[config.mk]
export PLATFORM = sky130hd
export DESIGN_NAME = tanh_layer_sequencer
export DESIGN_NICKNAME = d
export VERILOG_FILES = /design/src/rtl/tanh_layer_sequencer.sv
export SDC_FILE = /design/constraint.sdc
export NUM_CORES = 1
export LEC_CHECK = 0
export BUFFER_PORTS_ARGS = -buffer_cell sky130_fd_sc_hd__buf_4
export CORE_AREA = 4 4 314 316
export DETAILED_ROUTE_END_ITERATION = 10
export DIE_AREA = 0 0 318 320
export SLEW_MARGIN = 15
export SYNTH_ARGS = -nofsm -noshare
export SYNTH_HDL_FRONTEND = slang
export SYNTH_SLANG_ARGS = --single-unit
[constraint.sdc]
create_clock -name clk_i -period 5.35 [get_ports clk_i]
set_clock_uncertainty 0.15 [all_clocks]
set_input_delay 0.535 -clock clk_i [delete_from_list [all_inputs] [get_ports clk_i]]
set_output_delay 0.535 -clock clk_i [all_outputs]
set_load 0.005 [all_outputs]
[src/rtl/tanh_layer_sequencer.sv]
// Streams a latched vector of half-precision elements through an external tanh core one at a time
// and reassembles the results. An element the core never finishes is replaced by qNaN.
module tanh_layer_sequencer #(
  parameter int unsigned DATA_WIDTH = 16,
  parameter int unsigned NUM_ELEMS  = 24,
  parameter int unsigned TIMEOUT    = 8
) (
  input  logic                             clk_i,
  input  logic                             rst_ni,
  input  logic                             start_i,
  input  logic [DATA_WIDTH*NUM_ELEMS-1:0]  data_in_i,
  output logic [DATA_WIDTH*NUM_ELEMS-1:0]  data_out_o,
  output logic                             busy_o,
  output logic                             done_o,
  output logic                             error_o,
  output logic [DATA_WIDTH-1:0]            core_x_o,
  output logic                             core_reset_o,
  input  logic [DATA_WIDTH-1:0]            core_out_i,
  input  logic                             core_finished_i
);

  localparam int unsigned IdxW = (NUM_ELEMS > 1) ? $clog2(NUM_ELEMS) : 1;
  localparam int unsigned CntW = (TIMEOUT > 1) ? $clog2(TIMEOUT) : 1;
  localparam logic [IdxW-1:0]       LastIdx = IdxW'(NUM_ELEMS - 1);
  localparam logic [CntW-1:0]       LastCnt = CntW'(TIMEOUT - 1);
  localparam logic [DATA_WIDTH-1:0] QNaN    = DATA_WIDTH'(16'h7E00);

  typedef enum logic [1:0] {StIdle, StLoad, StWait, StDone} state_e;

  state_e                state_q, state_d;
  logic [IdxW-1:0]       idx_q, idx_d;
  logic [CntW-1:0]       cnt_q, cnt_d;
  logic                  error_q, error_d;
  logic [DATA_WIDTH-1:0] vec_q [NUM_ELEMS];
  logic [DATA_WIDTH-1:0] out_q [NUM_ELEMS];
  logic [DATA_WIDTH-1:0] out_d [NUM_ELEMS];
  logic                  vec_load;
  logic                  elem_done;

  always_comb begin
    state_d      = state_q;
    idx_d        = idx_q;
    cnt_d        = cnt_q;
    error_d      = error_q;
    out_d        = out_q;
    vec_load     = 1'b0;
    elem_done    = 1'b0;
    busy_o       = 1'b1;
    done_o       = 1'b0;
    core_reset_o = 1'b1;
    core_x_o     = '0;
    unique case (state_q)
      StIdle: begin
        busy_o = 1'b0;
        if (start_i) begin
          vec_load = 1'b1;
          idx_d    = '0;
          error_d  = 1'b0;
          state_d  = StLoad;
        end
      end
      StLoad: begin
        core_x_o = vec_q[idx_q];
        cnt_d    = '0;
        state_d  = StWait;
      end
      StWait: begin
        core_x_o     = vec_q[idx_q];
        core_reset_o = 1'b0;
        if (core_finished_i) begin
          out_d[idx_q] = core_out_i;
          elem_done    = 1'b1;
        end else if (cnt_q == LastCnt) begin
          out_d[idx_q] = QNaN;
          error_d      = 1'b1;
          elem_done    = 1'b1;
        end else begin
          cnt_d = cnt_q + 1'b1;
        end
        if (elem_done) begin
          if (idx_q == LastIdx) begin
            state_d = StDone;
          end else begin
            idx_d   = idx_q + 1'b1;
            state_d = StLoad;
          end
        end
      end
      StDone: begin
        done_o  = 1'b1;
        state_d = StIdle;
      end
    endcase
  end

  always_ff @(posedge clk_i or negedge rst_ni) begin
    if (!rst_ni) begin
      state_q <= StIdle;
      idx_q   <= '0;
      cnt_q   <= '0;
      error_q <= 1'b0;
      for (int i = 0; i < NUM_ELEMS; i++) begin
        vec_q[i] <= '0;
        out_q[i] <= '0;
      end
    end else begin
      state_q <= state_d;
      idx_q   <= idx_d;
      cnt_q   <= cnt_d;
      error_q <= error_d;
      out_q   <= out_d;
      if (vec_load) begin
        for (int i = 0; i < NUM_ELEMS; i++) begin
          vec_q[i] <= data_in_i[i*DATA_WIDTH +: DATA_WIDTH];
        end
      end
    end
  end

  assign error_o = error_q;

  for (genvar g = 0; g < NUM_ELEMS; g++) begin : g_pack
    assign data_out_o[g*DATA_WIDTH +: DATA_WIDTH] = out_q[g];
  end

endmodule
==> run summary <==
status: complete, no violations
DP HPWL: 82.8 mm
synth warn: 0
number of buffers added on ports: 807
power per cell area: 455 nW/um2
initial antenna violation count: 11
Setup-failing EPs final: 0
WP data required: 4.66 ns
Routed WL per cell: 24.1 um
synth-to-layout area growth: 45.0%
CP Cell Sequence: buf_4, mux4_2, a22oi_1, a31oi_1, buf_4
Worst-Skew Late Latency: 0.65 ns
Final Hold Fails: 0
Total Nets Final: 3,829
DRC viols: 0
mapped cell area: 31,900 um2
Critical Path Start Type: register
Starting Density: 33.3%
gpl congestion: 0.804
met1 Use GR: 25.8%
num rows: 114
Slew headroom: 21.3%
fin crit period: 4.54 ns
Max Slew Vio Count: 0
vias per cell: 4.86
Post-Route Utilization: 48.2%
commonest cells after routing, fill and taps aside: buf_4 (850), dfrtp_1 (777), mux2_2 (602)
most frequent CP cell: buf_4
TNS Setup: 0 ns
chip width: 318 um
CTS tree: done
Max Cap Viol: 0
commonest non-fill, non-tap cell in the layout: buf_4
Core ar.: 96,000 um2
setup repair after global routing missed its margin: no
worst vdd ir: 267 uV
first-pass GRT wire length: 167 mm
global route hottest layer: met2
fill count: 8,541
Slew @ Worst Pin: 1.18 ns
I/O pins: 808
total congestion overflow: 0
share of post-route cells with drive strength above 1: 48.5%
Final Cycle Share: 84.9%
async set-reset flop share out of synthesis: 100%
fmax: 220 MHz
post-route ant nets: 0
met2 Usage GRT: 38.4%
Syn Inst Count: 2,239
total CTS buffers: 89
critical path class: reg2out
Seq cells post-synth: 779
Die Ht: 320 um
Critical Path Fanout Max: 35
vias post-DR: 23,136
grt met3 use: 5.66%
H-tree lvl count: 3
Leak Pwr: 21.6 nW
Root Driver: clkbuf_16
Syn Area/Cell: 14.3 um2
worst path arrival time: 3.86 ns
Pre-antenna DRT Iters: 5
DRT iter0 DRCs: 1,563
vias in the first global route: 24,569
Post-synth EDFFs: 0
Seq/Total Area, Yosys: 61.1%
largest net degree at the start of global routing: 146
syn_nets: 2,654
CTS max path bufs: 3
Worst Setup End Kind: output port
Sink Count: 779
clock-pin slew on the worst setup and hold paths: 0.06 ns
routed wire length: 115 mm
Post-CTS Setup Inserts: 0
ys flop type: dfrtp_1
Min-Delay Path Class: in2reg
Slowest Stage Delay on Critical Path: 0.86 ns
critical path's slowest cell: dfrtp_4
Die ar.: 102,000 um2
Netlist cell types: 45
GRT Overall Usage: 22.0%
[final cells by class]
class | count | area [um2] | share of cell area [%]
Timing Repair Buffer | 1244 | 10400 | 22.5
Tap cell | 1276 | 1600 | 3.45
Inverter | 9 | 33.8 | 0.0730
Clock inverter | 21 | 295 | 0.638
Multi-Input combinational cell | 1291 | 11800 | 25.5
Sequential cell | 779 | 19500 | 42.1
Clock buffer | 132 | 2600 | 5.62
Antenna cell | 8 | 20.0 | 0.0433
[cells by family after synthesis]
family / Yosys count / share of synthesized area, %
DFF: 779 / 61.1
and+or+nand+nor: 276 / 3.70
AOI/OAI and AO/OA: 269 / 4.76
adders and majority gates: 11 / 0.431
buffers and inverters: 169 / 2.18
muxes: 734 / 27.8
xor gates and xnor gates: 1 / 0.0274
[critical path: cells and delay by family (launching register included)]
kind | cells | cell delay [ns]
AOI/OAI and AO/OA | 2 | 0.91
buffers and inverters | 2 | 0.77
DFF | 1 | 0.86
muxes | 1 | 0.63
[Yosys cell counts (3+ instances only)]
cell type,number,area share [%]
dfrtp_1,779,61
mux2_2,602,21
nand2_1,119,1.4
nor2_1,117,1.4
clkbuf_1,114,1.3
o21ai_0,102,1.6
a21oi_1,79,1.2
mux2i_1,69,2.2
mux4_2,63,4.4
buf_2,39,0.61
o22ai_1,32,0.63
a22oi_1,29,0.68
a31oi_1,16,0.31
ha_1,11,0.43
and2_1,10,0.20
inv_1,9,0.11
nand2b_1,8,0.16
buf_1,5,0.059
o211ai_1,3,0.071
or3_1,3,0.059
[metrics by stage]
step | worst slack, ns | instance area [um2] | total power (W) | cells | hold WS [ns]
2_1_floorplan | 2.84 | 31900 | 0.0123 | 2239 | 0.0894
3_3_place_gp | 1.42 | 39500 | 0.0148 | 4214 | 0.312
3_5_place_dp | 1.39 | 39500 | 0.0149 | 4214 | 0.322
4_1_cts | 0.650 | 46300 | 0.0213 | 4752 | 0.0379
5_1_grt | 0.625 | 46300 | 0.0221 | 4758 | 0.0824
6_report | 0.807 | 46300 | 0.0211 | 4760 | 0.109
[worst paths after layout]
path	slack, ns	end	cells past startpoint	from
min in group asynchronous	0.38	vec_q[11]	2	rst_ni
min	0.11	error_o	3	start_i
max	0.81	core_x_o[12]	5	idx_q[0]
max reg2reg	1.90	data_out_o[378]	3	idx_q[2]
min reg2reg	0.33	data_out_o[114]	2	data_out_o[114]
max in group asynchronous	3.22	data_out_o[345]	3	rst_ni
[power breakdown]
group          switching (W)  internal, W  leakage, nW  total [W]
clock                0.00251      0.00352         1.41    0.00603
sequential           0.00111      0.00764         9.97    0.00875
combinational        0.00273      0.00356         10.2    0.00629
total                0.00636       0.0147         21.6     0.0211
[timing repair]
action | 4_1_cts | 5_1_grt
endpoints found under the hold margin | 477 | 0
endpoints found under the setup margin | 0 | 0
hold buffers | 385 | 0
gates resized for setup | 0 | 0
[metal layers]
layer,up-vias,part of all wire [%],wire length [um]
met5,-,0.038,44
met4,6,4.2,4790
met3,201,6.3,7230
met2,836,51,58100
met1,11746,39,44400
li1,10347,-,-
[state kept, by name, indices dropped and copies added, names as in the netlist]
name and count:
cnt_q 3, vec_q 384, state_q 2, error_o 1, data_out_o 384, idx_q 5
Power figures use the tool's default switching activity.
